### src/rtl/repeat_word_pkg.sv
// ---------------------------------------------------------------------------
// repeat_word_pkg
// Shared types and width helpers for the repeat word engine.
//   state_t     : engine states, RECV collects bytes, SEND emits bytes
//   word_width  : bit width of a word built from a number of bytes
//   idx_width   : counter width able to index n items (never below 1 bit)
// ---------------------------------------------------------------------------
package repeat_word_pkg;

  typedef enum logic {
    RECV = 1'b0,
    SEND = 1'b1
  } state_t;

  // Width of a word assembled from data_bytes bytes.
  function automatic int word_width(input int data_bytes);
    return 8 * data_bytes;
  endfunction

  // Index counter width; a single-entry range still needs one bit.
  function automatic int idx_width(input int n);
    return (n <= 1) ? 1 : $clog2(n);
  endfunction

endpackage

### src/rtl/word_assembler.sv
// ---------------------------------------------------------------------------
// word_assembler
// Collects a little-endian word of DataBytes bytes, first byte in [7:0].
// Ports:
//   clk, rst    : clock and synchronous active-high reset
//   enable      : bytes are only stored while high
//   byte_in     : incoming byte
//   byte_valid  : byte_in holds a new byte this cycle
//   word_out    : stored bytes with the incoming byte merged at its slot
//   word_done   : the byte presented this cycle completes the word
// ---------------------------------------------------------------------------
module word_assembler
  import repeat_word_pkg::*;
#(
  parameter int DataBytes = 1,
  localparam int W = word_width(DataBytes),
  localparam int BIW = idx_width(DataBytes)
) (
  input  logic         clk,
  input  logic         rst,
  input  logic         enable,
  input  logic [7:0]   byte_in,
  input  logic         byte_valid,
  output logic [W-1:0] word_out,
  output logic         word_done
);

  localparam logic [BIW-1:0] LAST_IDX = BIW'(DataBytes - 1);

  logic [BIW-1:0] idx;
  logic [W-1:0]   word_q;
  logic [BIW+2:0] bit_pos;
  logic           last_byte;

  // The completed word is presented combinationally so the engine can load
  // its first output value in the same cycle the final byte is sampled.
  always_comb begin
    last_byte = (idx == LAST_IDX);
    bit_pos   = {idx, 3'b000};
    word_out  = (word_q & ~(W'(8'hFF) << bit_pos)) | (W'(byte_in) << bit_pos);
    word_done = enable && byte_valid && last_byte;
  end

  // The partial word is cleared once complete so unfilled slots are zero
  // when the next word starts arriving.
  always_ff @(posedge clk) begin
    if (rst) begin
      idx    <= '0;
      word_q <= '0;
    end else if (enable && byte_valid) begin
      if (last_byte) begin
        idx    <= '0;
        word_q <= '0;
      end else begin
        idx    <= idx + 1'b1;
        word_q <= word_out;
      end
    end
  end

endmodule

### src/rtl/repeat_word_engine.sv
// ---------------------------------------------------------------------------
// repeat_word_engine
// Builds a word x from the receive byte stream, then transmits RepeatCount
// words v_k = x + (RepeatCount-k)*Step (mod 2^W), each little-endian.
// Ports:
//   clk, rst              : clock and synchronous active-high reset
//   rx_byte/rx_byte_valid : receive byte stream
//   rx_byte_done          : one-cycle pulse the cycle after a byte is taken
//   tx_byte/tx_byte_valid : transmit byte stream
//   tx_byte_ready         : transmitter accepts tx_byte this cycle
//   clear_to_send_out_n   : low when the sender may transmit
//   overrun               : sticky, a byte arrived while sending
// ---------------------------------------------------------------------------
module repeat_word_engine
  import repeat_word_pkg::*;
#(
  parameter int DataBytes   = 1,
  parameter int RepeatCount = 4,
  parameter int Step        = 1
) (
  input  logic       clk,
  input  logic       rst,
  input  logic [7:0] rx_byte,
  input  logic       rx_byte_valid,
  output logic       rx_byte_done,
  output logic [7:0] tx_byte,
  output logic       tx_byte_valid,
  input  logic       tx_byte_ready,
  output logic       clear_to_send_out_n,
  output logic       overrun
);

  localparam int W   = word_width(DataBytes);
  localparam int BIW = idx_width(DataBytes);
  localparam int RIW = idx_width(RepeatCount);

  // The offset of the first word is formed wide and then truncated so a
  // large count times step wraps exactly like the per-word arithmetic.
  localparam logic [W+15:0]  TOTAL_STEP   = (W+16)'(RepeatCount) * (W+16)'(Step);
  localparam logic [W-1:0]   FIRST_OFFSET = TOTAL_STEP[W-1:0];
  localparam logic [W-1:0]   STEP_W       = W'(Step);
  localparam logic [BIW-1:0] LAST_BYTE    = BIW'(DataBytes - 1);
  localparam logic [RIW-1:0] LAST_REP     = RIW'(RepeatCount - 1);

  state_t         state;
  logic [W-1:0]   v;
  logic [BIW-1:0] byte_idx;
  logic [RIW-1:0] rep_idx;
  logic [W-1:0]   word;
  logic           word_done;
  logic [W-1:0]   first_v;
  logic [W-1:0]   next_v;
  logic           tx_fire;

  function automatic logic [7:0] byte_of(input logic [W-1:0] w, input logic [BIW-1:0] i);
    logic [W-1:0] shifted;
    shifted = w >> {i, 3'b000};
    return shifted[7:0];
  endfunction

  word_assembler #(
    .DataBytes(DataBytes)
  ) u_assembler (
    .clk       (clk),
    .rst       (rst),
    .enable    (state == RECV),
    .byte_in   (rx_byte),
    .byte_valid(rx_byte_valid),
    .word_out  (word),
    .word_done (word_done)
  );

  // Next values of the working word and the transfer handshake.
  assign first_v = word + FIRST_OFFSET;
  assign next_v  = v - STEP_W;
  assign tx_fire = tx_byte_valid && tx_byte_ready;

  // The sender is held off for the whole send phase and already in the
  // cycle that completes a word, so no byte lands in the gap.
  assign clear_to_send_out_n = (state == SEND) || word_done;

  // Main FSM. tx_byte is always registered one step ahead: whenever a byte
  // is transferred the following byte (or the next word's low byte) is
  // loaded, which keeps tx_byte steady while the transmitter stalls.
  // Bytes arriving during SEND are acknowledged but dropped and flagged.
  always_ff @(posedge clk) begin
    if (rst) begin
      state         <= RECV;
      v             <= '0;
      byte_idx      <= '0;
      rep_idx       <= '0;
      rx_byte_done  <= 1'b0;
      tx_byte       <= '0;
      tx_byte_valid <= 1'b0;
      overrun       <= 1'b0;
    end else begin
      rx_byte_done <= rx_byte_valid;
      case (state)
        RECV: begin
          if (word_done) begin
            v             <= first_v;
            byte_idx      <= '0;
            rep_idx       <= '0;
            tx_byte       <= first_v[7:0];
            tx_byte_valid <= 1'b1;
            state         <= SEND;
          end
        end
        SEND: begin
          if (rx_byte_valid) begin
            overrun <= 1'b1;
          end
          if (tx_fire) begin
            if (byte_idx != LAST_BYTE) begin
              byte_idx <= byte_idx + 1'b1;
              tx_byte  <= byte_of(v, byte_idx + 1'b1);
            end else if (rep_idx != LAST_REP) begin
              byte_idx <= '0;
              rep_idx  <= rep_idx + 1'b1;
              v        <= next_v;
              tx_byte  <= next_v[7:0];
            end else begin
              byte_idx      <= '0;
              rep_idx       <= '0;
              tx_byte       <= '0;
              tx_byte_valid <= 1'b0;
              state         <= RECV;
            end
          end
        end
        default: state <= RECV;
      endcase
    end
  end

endmodule

### config.mk
export PLATFORM = sky130hd
export DESIGN_NAME = repeat_word_engine
export DESIGN_NICKNAME = d
export VERILOG_FILES = /design/src/rtl/repeat_word_pkg.sv /design/src/rtl/word_assembler.sv /design/src/rtl/repeat_word_engine.sv
export SDC_FILE = /design/constraint.sdc
export NUM_CORES = 1
export LEC_CHECK = 0
export CAP_MARGIN = 20
export CORE_MARGIN = 1
export CORE_UTILIZATION = 35
export CTS_CLUSTER_DIAMETER = 80
export DETAILED_ROUTE_END_ITERATION = 10
export PLACE_DENSITY = 0.66
export SLEW_MARGIN = 5
export SYNTH_ARGS = -nofsm -noshare
export SYNTH_HDL_FRONTEND = slang
export SYNTH_HIERARCHICAL = 1
export SYNTH_SLANG_ARGS = --single-unit
### constraint.sdc
create_clock -name clk -period 2.1 [get_ports clk]
set_input_delay 0.315 -clock clk [delete_from_list [all_inputs] [get_ports clk]]
set_output_delay 0.315 -clock clk [all_outputs]
set_load 0.01 [all_outputs]
==> impl_table.tex <==
\begin{tabular}{lr}
\hline
Metric & Value \\
\hline
\multicolumn{2}{l}{\textbf{Outcome}} \\
Outcome & finished, final reports clean \\
\multicolumn{2}{l}{\textbf{Detailed routing}} \\
Per-cell routed wire length & 12.7 µm \\
First-pass detailed-route iteration total & 4 \\
Residual DRC & 0 \\
Wire length after detailed routing & 2.62 mm \\
Post-DRT Antenna Nets & 0 \\
Total via count after detailed routing & 1,077 \\
Number of DRC markers in iteration 0 & 27 \\
Via density per instance & 5.20 \\
\multicolumn{2}{l}{\textbf{Yosys}} \\
Cell area after technology mapping & 1210 µm² \\
Async S/R FF share, synth & 0\% \\
Count of state elements after synthesis & 22 \\
Most common flop cell mapped by yosys & dfxtp\_1 \\
Net Count, Synth & 161 \\
Sequential area share after synthesis & 36.3\% \\
Number of library cell types mapped by synthesis & 42 \\
Average cell area after synthesis & 8.30 µm² \\
Warnings from Yosys & 6 \\
Synthesized instance count & 146 \\
Number of synthesized flops with an enable pin & 0 \\
\multicolumn{2}{l}{\textbf{Global route}} \\
Number of antenna violations at the first check in global routing & 0 \\
Total global routing overflow & 0 \\
Largest net degree at the start of global routing & 24 \\
GRT Resource Usage Total & 16.0\% \\
Via count of the first global-routing pass & 1,010 \\
Wire length of the first global-routing pass & 4.33 mm \\
\multicolumn{2}{l}{\textbf{Cells and area}} \\
Count of nets after finishing & 178 \\
Layout Area Growth over Synthesis & 19.4\% \\
Ant diodes & 0 \\
Layout filler cell count & 354 \\
Share of post-route cells with drive strength above 1 & 9.94\% \\
Final instance area & 1450 µm² \\
\multicolumn{2}{l}{\textbf{Power}} \\
Power density normalized to cell area & 662 nW/µm² \\
Net Switching & 0.292 mW \\
Leakage dissipation & 0.543 nW \\
Switching power share of the total & 30.5\% \\
Max VDD drop & 0.000379 V \\
Share of total power in sequential cells & 50.8\% \\
Share of power burned in the clock network & 19.4\% \\
Part of the total power dissipated in combinational logic & 29.9\% \\
Internal portion of total power & 0.666 mW \\
\multicolumn{2}{l}{\textbf{STA}} \\
Final number of setup-violating endpoints & 0 \\
Remaining max-slew budget at the tightest pin & 55.7\% \\
Final Max Tran Viols & 0 \\
Minimum clock period & 1.85 ns \\
Worst Tran Pin Value & 0.658 ns \\
Setup skew after layout & 0.00140 ns \\
Hold Violations, Final & 0 \\
Sum Neg Setup Slack & 0 ns \\
Highest achievable clock rate & 539 MHz \\
RSZ-0062 raised after global routing & false \\
Final worst-path cycle share & 88.3\% \\
\multicolumn{2}{l}{\textbf{Floorplan}} \\
Boundary pin count & 24 \\
Area inside the core boundary & 3340 µm² \\
Initial cell density of the core & 36.3\% \\
Vertical die dimension & 60.9 µm \\
Die width & 60.9 µm \\
Die area & 3700 µm² \\
\# rows & 21 \\
\multicolumn{2}{l}{\textbf{Job}} \\
Total of max-cap violations & 0 \\
\multicolumn{2}{l}{\textbf{Hold path}} \\
Worst Hold Depth & 2 \\
Hold path endpoint & tx\_byte[1] \\
Type of the most critical hold path & reg -> reg \\
Source of the worst hold timing path & tx\_byte[1] \\
\multicolumn{2}{l}{\textbf{CTS}} \\
CTS tree & done \\
Number of gates resized after cts & 0 \\
Maximum level of the CTS H-tree & 1 \\
Clock transition at the registers of the reported paths & 0.11 ns \\
Number of hold-repair buffers added at the cts stage & 0 \\
Maximum count of clock buffers along a single path & 2 \\
Setup fix buffers added after clock tree synthesis & 0 \\
Clock tree root driver cell & clkbuf\_4 \\
Num Clock Sinks & 22 \\
Inserted Clock Buffers & 3 \\
Clock insertion delay at the later pin of the skew report & 0.30 ns \\
\multicolumn{2}{l}{\textbf{Setup path}} \\
Endpoint kind of the worst setup timing path & flop \\
Crit path kind & reg -> reg \\
Endpoint of the most critical register-to-register path & v[6] \\
Worst path cell trace & inv\_1 -> and2\_1 -> nor2b\_1 -> buf\_4 -> o21ai\_0 -> a21o\_1 -> o2bb2ai\_1 \\
Slack of the worst reg-to-reg path & 0.25 ns \\
Maximum fanout along the worst path & 7 \\
Slowest Stage Delay on Critical Path & 0.54 ns \\
Critical R2R Launch & state \\
Crit path DAT & 2.05 ns \\
Max stage delay cell, worst path & o21ai\_0 \\
Required @ worst endpoint & 2.30 ns \\
Worst setup SP type & flop \\
Number of cell instances on the worst register-to-register path & 7 \\
\multicolumn{2}{l}{\textbf{Placed design}} \\
Input/output buffers & 23 \\
Instance area after placement & 1420 µm² \\
Hpwl dp & 1.97 mm \\
Final weighted congestion in routability-driven placement & 0.787 \\
\hline
\end{tabular}
## cell families (layout without fill, tap and decap cells)
kind of cell / count (synthesis) / count (layout) / synth area share (%)
AO/OA/AOI/OAI: 35 / 35 / 20.1
XOR/XNOR: 6 / 6 / 4.33
adder cells (fa/ha/maj): 3 / 3 / 3.10
buffers and inverters: 20 / 35 / 10.1
flip-flops: 22 / 22 / 36.3
AND/OR/NAND/NOR: 60 / 60 / 26.0
## registers in the layout (all words and copies together) (netlist names)
signal,count
tx_byte_valid,1
v,8
rep_idx,2
rx_byte_done,1
tx_byte,8
overrun,1
state,1
## Yosys cell counts (2+ instances only)
cell | number | area (µm²)
dfxtp_1 | 22 | 440
nor2_1 | 15 | 56.3
nand2_1 | 13 | 48.8
a21oi_1 | 10 | 50.1
buf_4 | 8 | 60.1
inv_1 | 6 | 22.5
nor3_1 | 6 | 30.0
o21ai_0 | 6 | 30.0
nand3_1 | 5 | 25.0
o2bb2ai_1 | 4 | 35.0
or2_2 | 4 | 25.0
xnor2_1 | 4 | 35.0
clkbuf_1 | 3 | 11.3
ha_1 | 3 | 37.5
nand2b_1 | 3 | 18.8
a211o_1 | 2 | 17.5
and3_1 | 2 | 12.5
nor2b_1 | 2 | 12.5
nor3b_1 | 2 | 15.0
o22ai_1 | 2 | 12.5
or3_1 | 2 | 12.5
xor2_1 | 2 | 17.5
## per-layer routing
metal | vias to the layer above | wire length (µm) | track usage [%]
met2 | 23 | 1300 | 27.5
met4 | 0 | 20 | 7.47
met3 | 2 | 82 | 2.56
met1 | 511 | 1220 | 19.4
li1 | 541 | - | -
met5 | - | 0 | 0
## per-stage QoR
step	instances	worst slack [ns]	util [%]	power (mW)	hold WS (ns)
floorplan	146	0.318	-	0.691	0.443
global placement	204	0.0769	42.6	0.774	0.447
detailed placement	204	0.0320	42.6	0.783	0.451
CTS	207	0.0386	43.3	0.971	0.468
global route	207	0.139	43.4	1.03	0.494
finish	207	0.246	43.4	0.959	0.465
## layout make-up
type                            instances  area [µm²]  area share [%]
Clock buffer                            3        22.5            1.56
Inverter                                6        22.5            1.56
Multi-Input combinational cell        104         649            44.9
Sequential cell                        22         440            30.4
Tap cell                               46        57.6            3.98
Timing Repair Buffer                   26         255            17.6
## worst max-delay path, delay by kind of cell (launching register included)
kind | cells | cell delay [ns]
AO/OA/AOI/OAI | 3 | 0.78
AND/OR/NAND/NOR | 2 | 0.33
flip-flops | 1 | 0.35
buffers and inverters | 2 | 0.29
## power by group through the flow
stage	clock network [mW]	registers (mW)	logic [mW]
detailed placement	0	0.496	0.287
finish	0.186	0.487	0.286
floorplan	0	0.499	0.192
CTS	0.196	0.487	0.289
global placement	0	0.494	0.280
global route	0.216	0.493	0.316
## cell usage in the layout, fill, tap and decap left out, types with 2 or more instances in the layout
cell / n
clkdlybuf4s50_1: 22
dfxtp_1: 22
nor2_1: 15
nand2_1: 13
a21oi_1: 10
inv_1: 6
nor3_1: 6
o21ai_0: 6
nand3_1: 5
or2_2: 4
xnor2_1: 4
o2bb2ai_1: 4
nand2b_1: 3
ha_1: 3
clkbuf_4: 3
buf_4: 3
nor2b_1: 2
and3_1: 2
o22ai_1: 2
xor2_1: 2
nor3b_1: 2
or3_1: 2
a211o_1: 2
## how the worst max path moves through the flow
stage	to	start	cells after the start	slack (ns)
6_report	v[6]	state	7	0.25
5_1_grt	v[6]	state	7	0.14
4_1_cts	clear_to_send_out_n	state	4	0.04
3_5_place_dp	v[6]	rx_byte_valid	7	0.03
3_3_place_gp	tx_byte[6]	rx_byte_valid	7	0.08
2_1_floorplan	v[0]	state	8	0.32
No activity file was read; power rests on OpenSTA's default activity.
